### config.mk
export PLATFORM = sky130hd
export DESIGN_NAME = fpga_robots_game_sound
export DESIGN_NICKNAME = d
export VERILOG_FILES = /design/src/rtl/fpga_robots_game_sound.sv
export SDC_FILE = /design/constraint.sdc
export NUM_CORES = 1
export LEC_CHECK = 0
export CAP_MARGIN = 10
export CORE_UTILIZATION = 63
export CTS_CLUSTER_SIZE = 20
export DETAILED_ROUTE_END_ITERATION = 8
export PLACE_DENSITY = 0.87
export REMOVE_ABC_BUFFERS = 1
export SLEW_MARGIN = 25
export SYNTH_ARGS = -nofsm -noshare
export SYNTH_HDL_FRONTEND = slang
export SYNTH_SLANG_ARGS = --single-unit
### constraint.sdc
create_clock -name clk -period 3.6 [get_ports clk]
set_input_delay 0.72 -clock clk [delete_from_list [all_inputs] [get_ports clk]]
set_output_delay 0.72 -clock clk [all_outputs]
set_load 0.02 [all_outputs]
### src/rtl/fpga_robots_game_sound.sv
// Multi-voice square-wave tone generator with a first-order sigma-delta output.
// Each voice plays a programmable half-period, volume and duration, paced by a
// shared timebase strobe. The voice samples are summed and the sum drives a
// 1-bit modulator.
module fpga_robots_game_sound #(
    parameter int unsigned CHANNELS = 2,
    parameter int unsigned CHW      = 1,
    parameter int unsigned DIVW     = 12,
    parameter int unsigned DURW     = 16
) (
    input  logic                clk,
    input  logic                rst,
    input  logic                tick,
    input  logic                cmd_stb,
    input  logic [CHW-1:0]      cmd_ch,
    input  logic [DIVW-1:0]     cmd_period,
    input  logic [DURW-1:0]     cmd_dur,
    input  logic [3:0]          cmd_vol,
    output logic [CHANNELS-1:0] busy,
    output logic [8+CHW-1:0]    mix,
    output logic                audio
);

    localparam int unsigned MIXW  = 8 + CHW;
    localparam int unsigned SAMPW = 8;

    typedef enum logic {
        V_IDLE = 1'b0,
        V_PLAY = 1'b1
    } voice_state_t;

    // Per-voice sample, 0..240.
    logic [SAMPW-1:0] samp_c [CHANNELS];

    for (genvar i = 0; i < CHANNELS; i++) begin : g_voice
        voice_state_t    state_q, state_d;
        logic [DIVW-1:0] per_q,   per_d;
        logic [DIVW-1:0] cnt_q,   cnt_d;
        logic [DURW-1:0] dur_q,   dur_d;
        logic            cont_q,  cont_d;
        logic [3:0]      vol_q,   vol_d;
        logic            sq_q,    sq_d;
        logic            hit_c;

        // A command selects this voice only when its index matches exactly;
        // out-of-range indices never match any instantiated voice.
        assign hit_c = cmd_stb && (cmd_ch == CHW'(i));

        // Voice register bank.
        always_ff @(posedge clk) begin
            if (!rst) begin
                state_q <= V_IDLE;
                per_q   <= '0;
                cnt_q   <= '0;
                dur_q   <= '0;
                cont_q  <= 1'b0;
                vol_q   <= '0;
                sq_q    <= 1'b0;
            end else begin
                state_q <= state_d;
                per_q   <= per_d;
                cnt_q   <= cnt_d;
                dur_q   <= dur_d;
                cont_q  <= cont_d;
                vol_q   <= vol_d;
                sq_q    <= sq_d;
            end
        end

        // Next state: a command beats a tick; a note end beats the toggle.
        always_comb begin
            state_d = state_q;
            per_d   = per_q;
            cnt_d   = cnt_q;
            dur_d   = dur_q;
            cont_d  = cont_q;
            vol_d   = vol_q;
            sq_d    = sq_q;
            if (hit_c) begin
                if (cmd_period == '0) begin
                    state_d = V_IDLE;
                    sq_d    = 1'b0;
                end else begin
                    state_d = V_PLAY;
                    per_d   = cmd_period;
                    cnt_d   = cmd_period;
                    dur_d   = cmd_dur;
                    cont_d  = (cmd_dur == '0);
                    vol_d   = cmd_vol;
                    sq_d    = 1'b1;
                end
            end else if (tick && (state_q == V_PLAY)) begin
                if (cnt_q == DIVW'(1)) begin
                    cnt_d = per_q;
                    sq_d  = ~sq_q;
                end else begin
                    cnt_d = cnt_q - DIVW'(1);
                end
                if (!cont_q) begin
                    if (dur_q == DURW'(1)) begin
                        state_d = V_IDLE;
                        sq_d    = 1'b0;
                    end else begin
                        dur_d = dur_q - DURW'(1);
                    end
                end
            end
        end

        assign samp_c[i] = ((state_q == V_PLAY) && sq_q) ? {vol_q, 4'h0} : '0;
        assign busy[i]   = (state_q == V_PLAY);
    end

    logic [MIXW-1:0] sum_c;
    logic [MIXW-1:0] acc_q;
    logic [MIXW:0]   acc_sum_c;

    // Sum all voice samples; 240 * 2^CHW always fits in MIXW bits.
    always_comb begin
        sum_c = '0;
        for (int i = 0; i < int'(CHANNELS); i++) begin
            sum_c = sum_c + MIXW'(samp_c[i]);
        end
    end

    assign acc_sum_c = {1'b0, acc_q} + {1'b0, mix};

    // Registered mix and first-order sigma-delta; carry out is the audio bit.
    always_ff @(posedge clk) begin
        if (!rst) begin
            mix   <= '0;
            acc_q <= '0;
            audio <= 1'b0;
        end else begin
            mix   <= sum_c;
            acc_q <= acc_sum_c[MIXW-1:0];
            audio <= acc_sum_c[MIXW];
        end
    end

endmodule

==> metrics.txt, run 1 <==
Leakage about 2.5 nW; setup ws final between 0.6 and 0.7 ns; CTS Buffer Depth 2; Filler cells around 680; CTS buffer count 9; number of max-cap violations 0; Routability Congestion between 0.8 and 0.9; Hold Crit Class register to register; Root Buffer clkbuf_8; IO buf count 44; RSZ-0062 raised after global routing false; Top delay family on crit path simple AND/OR/NAND/NOR gates; CTS tree yes; die height 98.6 um; Hold Slack between 0.4 and 0.5 ns; Synth Warn # 0; setup TNS 0 ns; DP Area between 6000 and 7000 um2; TritonRoute pass-1 iters 5; most used flip-flop cell after synthesis dfxtp_1; Least-Margin Pin Slew between 0.7 and 0.8 ns; final non-filler cell area 6580 um2; number of enable flip-flop cells after synthesis 0; CP Data Required Time approximately 4 ns; met3 usage 4.82%; total setup buffers inserted after CTS 0; Synth Register Bits ~110; Remaining DRCs 0; crit path DAT ~3.2 ns; slowest stage delay, CP 0.63 ns; Iter 0 DRT Violations ~520; Worst-path clk slew 0.09 ns; non-filler instance count after layout 882; worst-skew pair later-pin latency ~0.38 ns; dpl cells roughly 870; vias per cell ~6.7; status complete, no violations; WS Path Type input port to register; IO Pins a little under 50; H-Tree Depth 3; Initial Util between 60% and 70%; Final Util about three quarters; Cell variety after synth between 60 and 70; share of cells above drive strength 1 between 6 and 7%; fmax ~340 MHz; Async SR Flop Fraction 0%; crit path from cmd_period[0]; # resized after CTS 0; PwrDens roughly 430 nW/um2; Cell Chain, Critical Path clkdlybuf4s50_1 -> or4_4 -> nor3_2 -> nand2b_1 -> buf_4 -> nand3_1 -> a31oi_1; VDD IR-drop max 0.283 mV; row count 34; Synth Area per Inst 7.81 um2; M2 GR Usage 52.4%; WL final 15800 um; first-pass GRT wire length 26300 um; DR WL/cell roughly 18 um; gate count of the mapped netlist 753; Core Region about 8900 um2; fin crit share between 80% and 90%; Startpoint Class input port; pin count of the biggest net entering global routing 39; vias in the first global route about 5500; grt peak-use layer met2; ANT cells 0; Slew HR between 40 and 50%; nets@finish 825; hold violation count in the final report 0; CP max-delay cell or4_4; met1 usage between 40% and 50%; Mapped Area ~6000 um2; Buf+Inv Stages, Crit Path 2; # clock sinks about 110; crit path time final 2.94 ns; Slew Limit Fails 0; reg2reg start g_voice[1].cnt_q[4]$_SDFFE_PN0P_; crit-path max FO 12; register area share after synthesis 35.7%; DRT antenna net count 0; gr usage total between 30 and 40%; DP Worst Slack 0.318 ns; Die W between 90 and 100 um; Post-Route Skew about 0.011 ns; # hold bufs at CTS 0; CP Capture Type register; Via Count approximately 5900; area grow syn2layout 11.7%; antenna violations before repair 0; Hold Path Origin g_voice[0].vol_q[0]$_SDFFE_PN0P_; Post-DP HPWL ~11000 um; die area 9730 um2; grt ovf 0; Setup violations, final 0; total chip power roughly 2.8 mW
==> worst register-to-register path: stages, from the launching register on <==
cell     delay (ns)
dfxtp_1        0.38
or4_1          0.70
or3_1          0.69
o21ai_0        0.29
a21oi_1        0.06
o221a_2        0.27
==> cells in the mapped netlist, types with 5 or more instances <==
cell | instances | area (um2)
a221oi_1 | 8 | 70.1
o21ai_0 | 35 | 175
nand4_1 | 8 | 50.1
and2_1 | 6 | 37.5
nor2_1 | 69 | 259
buf_4 | 7 | 52.6
nand2_1 | 101 | 379
nor3_1 | 17 | 85.1
nor4_1 | 23 | 144
o22ai_1 | 6 | 37.5
a31oi_1 | 12 | 75.1
xnor2_1 | 7 | 61.3
xor2_1 | 9 | 78.8
a211o_1 | 8 | 70.1
nand2b_1 | 6 | 37.5
o211ai_1 | 17 | 128
buf_2 | 8 | 40.0
clkbuf_1 | 42 | 158
a22oi_1 | 16 | 120
dfxtp_1 | 105 | 2100
a21o_1 | 7 | 52.6
inv_1 | 16 | 60.1
a21oi_1 | 76 | 380
nand3_1 | 13 | 65.1
or4_1 | 7 | 52.6
or3_1 | 9 | 56.3
ha_1 | 17 | 213
and3_1 | 10 | 62.6
o31ai_1 | 14 | 105
o32ai_1 | 5 | 43.8
a32oi_1 | 6 | 52.6
==> worst paths after layout <==
path | depth (start not counted) | slack [ns] | to
worst max register to register | 5 | 1.12 | g_voice[1].cnt_q[7]$_SDFFE_PN0P_
worst min register to register | 2 | 0.46 | g_voice[0].vol_q[0]$_SDFFE_PN0P_
worst max-delay path | 7 | 0.66 | g_voice[0].cnt_q[9]$_SDFFE_PN0P_
worst min-delay path | 2 | 0.46 | g_voice[0].vol_q[0]$_SDFFE_PN0P_
==> final cells by class <==
cell class	count	area, um2	share of cell area (%)
inverters	17	63.8	0.971
well taps	108	135	2.06
multi-input cells	575	3480	52.9
flip-flops and latches	105	2100	32.0
clock inverters	5	63.8	0.971
repair buffers	61	593	9.02
clock buffers	11	141	2.15
==> where the power goes <==
group	switching (mW)	internal (mW)	total, mW
registers	0.0877	1.24	1.32
clock network	0.418	0.346	0.765
logic	0.430	0.306	0.736
==> registers in the layout, indices dropped and copies added, names as in the netlist, 2 cells and up <==
register,count
g_voice.per_q,24
g_voice.dur_q,32
g_voice.vol_q,8
g_voice.state_q,2
g_voice.cont_q,2
g_voice.sq_q,2
g_voice.cnt_q,24
acc_q,5
mix,5
==> layer usage <==
| layer | wire [um] | share of wire (%) |
|---|---|---|
| met3 | 1530 | 9.7 |
| met2 | 7270 | 46 |
| met4 | 325 | 2.1 |
| met1 | 6630 | 42 |
| met5 | 0 | 0 |
==> kinds of logic (layout without fill, tap and decap cells) <==
group,Yosys count,after routing,share of synthesized area (%)
adder cells (fa/ha/maj),19,19,4.30
other,1,4,0.0637
buffers and inverters,76,94,5.59
AO/OA/AOI/OAI,242,242,27.3
flip-flops,105,105,35.7
multiplexers,1,1,0.170
XOR/XNOR,16,16,2.38
AND/OR/NAND/NOR,293,293,24.5
==> cell usage in the layout (no fill, tap or decap), drive strengths merged, types with 3 or more instances in the layout <==
master | synthesis | final
dfxtp | 105 | 105
nand2 | 101 | 101
a21oi | 77 | 77
nor2 | 69 | 69
clkdlybuf4s50 | 0 | 44
o21ai | 35 | 35
nor4 | 24 | 24
nor3 | 20 | 20
inv | 16 | 18
o211ai | 17 | 17
ha | 17 | 17
buf | 17 | 17
a22oi | 16 | 16
o31ai | 15 | 15
nand3 | 14 | 14
a31oi | 12 | 12
clkbuf | 42 | 11
and3 | 10 | 10
xor2 | 9 | 9
or3 | 9 | 9
or4 | 9 | 9
nand4 | 8 | 8
a221oi | 8 | 8
a211o | 8 | 8
a21o | 7 | 7
xnor2 | 7 | 7
and2 | 6 | 6
nand2b | 6 | 6
o22ai | 6 | 6
a32oi | 6 | 6
o32ai | 5 | 5
o21a | 4 | 4
a311oi | 4 | 4
o221a | 4 | 4
conb | 1 | 4
nor2b | 4 | 4
nor4b | 3 | 3
nor3b | 3 | 3
o22a | 3 | 3
o311ai | 3 | 3
Note: power is estimated with default switching activity, not from simulation.
==> run 2: changes to the inputs <==
Settings changed: CORE_UTILIZATION 63 to 59, PLACE_DENSITY 0.87 to 0.82.
Clock period 3.6 ns to 3 ns, I/O delays scaled along.
==> metrics.txt, run 2 (synthesized netlist as in run 1, its figures left out) <==
status complete, no violations; multi-input logic area between 3000 and 4000 um2; first-pass GRT wire length around 26000 um; WL final between 15000 and 20000 um; total setup buffers inserted after CTS 0; Remaining DRCs 0; vias in the first global route 5436; share of cells above drive strength 1 roughly 9%; flip-flop count of the largest register after layout 32; Post-Route Skew roughly 0.0057 ns; Setup violations, final 0; commonest non-fill, non-tap cell in the layout dfxtp_1; antenna violations before repair 0; Filler cells approximately 800; crit-path max FO 15; hold violation count in the final report 0; vias per cell 6.42; Via Count ~6000; # resized after CTS 0; # clock sinks ~110; DP Worst Slack around 0.24 ns; die area between 10000 and 15000 um2; CTS buffer count 9; Iter 0 DRT Violations between 400 and 500; nets@finish 846; CP Data Required Time between 3 and 4 ns; fmax approximately 410 MHz; IO Pins between 40 and 50; grt ovf 0; Initial Util between 60% and 70%; setup ws final just under 0.6 ns; WS Path Type input port to register; TritonRoute pass-1 iters 5; Leakage 2.55 nW; Reg2Reg Depth 5; top flop regs g_voice.dur_q x32, g_voice.cnt_q x24, g_voice.per_q x24; RSZ-0062 raised after global routing false; worst-skew pair later-pin latency between 0.3 and 0.4 ns; gr usage total 31.7%; H-Tree Depth 3; Root Buffer clkbuf_8; Startpoint Class input port; row count 36; Hold Path Depth 2; Slew HR between 40 and 50%; Die W slightly above 100 um; CTS Buffer Depth 2; CP Capture Type register; Slew Limit Fails 0; ANT cells 0; CTS tree yes; most frequent cells in the layout 105 x dfxtp_1, 101 x nand2_1, 75 x a21oi_1; DRT antenna net count 0; pin count of the biggest net entering global routing 37; # hold bufs at CTS 0; DR WL/cell approximately 17 um; fin crit share 80.6%; die height 102 um; crit path time final roughly 2.4 ns; IO buf count 44; crit path DAT approximately 2.7 ns; Routability Congestion about 0.94; Worst-path clk slew about 0.090 ns; area grow syn2layout 14.0%; VDD IR-drop max roughly 0.23 mV; number of max-cap violations 0; Final Util between 60 and 70%; FF-to-FF setup slack between 0.6 and 0.7 ns; sequential cell area 2100 um2; register bank with the most flops g_voice.dur_q; Hold Crit Class register to register; Post-DP HPWL 11400 um; Least-Margin Pin Slew roughly 0.75 ns; PwrDens just under 500 nW/um2; Core Region approximately 10000 um2
==> run 2: layout make-up <==
class | instances | area share (%)
clock inverter | 3 | 0.261
multi-input combinational | 575 | 51.8
sequential | 105 | 31.3
tap | 133 | 2.48
timing repair buffer | 82 | 11.0
clock buffer | 12 | 2.16
inverter | 17 | 0.951
==> run 2: routing by layer <==
| layer | track usage (%) | vias up | wire, um |
|---|---|---|---|
| met5 | 0 | - | 0 |
| met4 | 12.3 | 0 | 334 |
| met3 | 5.20 | 34 | 1150 |
| met2 | 51.3 | 251 | 7500 |
| met1 | 42.4 | 2820 | 6940 |
| li1 | - | 2847 | - |
==> run 2: stage by stage <==
step	power, mW	instances	hold slack, ns	setup TNS (ns)	cell area [um2]
finish	3.30	927	0.457	0	6710
global route	3.46	927	0.477	0	6710
CTS	3.28	927	0.456	0	6710
detailed placement	2.50	912	0.443	0	6550
global placement	2.46	912	0.437	0	6550
floorplan	2.20	697	0.432	-43.42	5630
==> run 2: path summary, 6_finish.rpt <==
kind	endpoint	startpoint
setup / recovery	g_voice[0].dur_q[13]$_SDFFE_PN0P_	cmd_period[9]
hold / removal	g_voice[1].vol_q[0]$_SDFFE_PN0P_	g_voice[1].vol_q[0]$_SDFFE_PN0P_
setup reg to reg	g_voice[1].cnt_q[6]$_SDFFE_PN0P_	g_voice[1].cnt_q[4]$_SDFFE_PN0P_
hold reg to reg	g_voice[1].vol_q[0]$_SDFFE_PN0P_	g_voice[1].vol_q[0]$_SDFFE_PN0P_
==> run 2: critical path, cell delays in order <==
cell and delay, ns:
clkdlybuf4s50_1 0.44, buf_4 0.17, nor4_1 0.55, a31oi_1 0.24
a21oi_2 0.25, buf_4 0.25, o21ai_0 0.11, a21oi_1 0.14
==> run 2: power breakdown <==
part | total, mW | switching [mW] | internal [mW]
logic | 0.908 | 0.522 | 0.386
clock network | 0.799 | 0.481 | 0.319
registers | 1.59 | 0.104 | 1.48
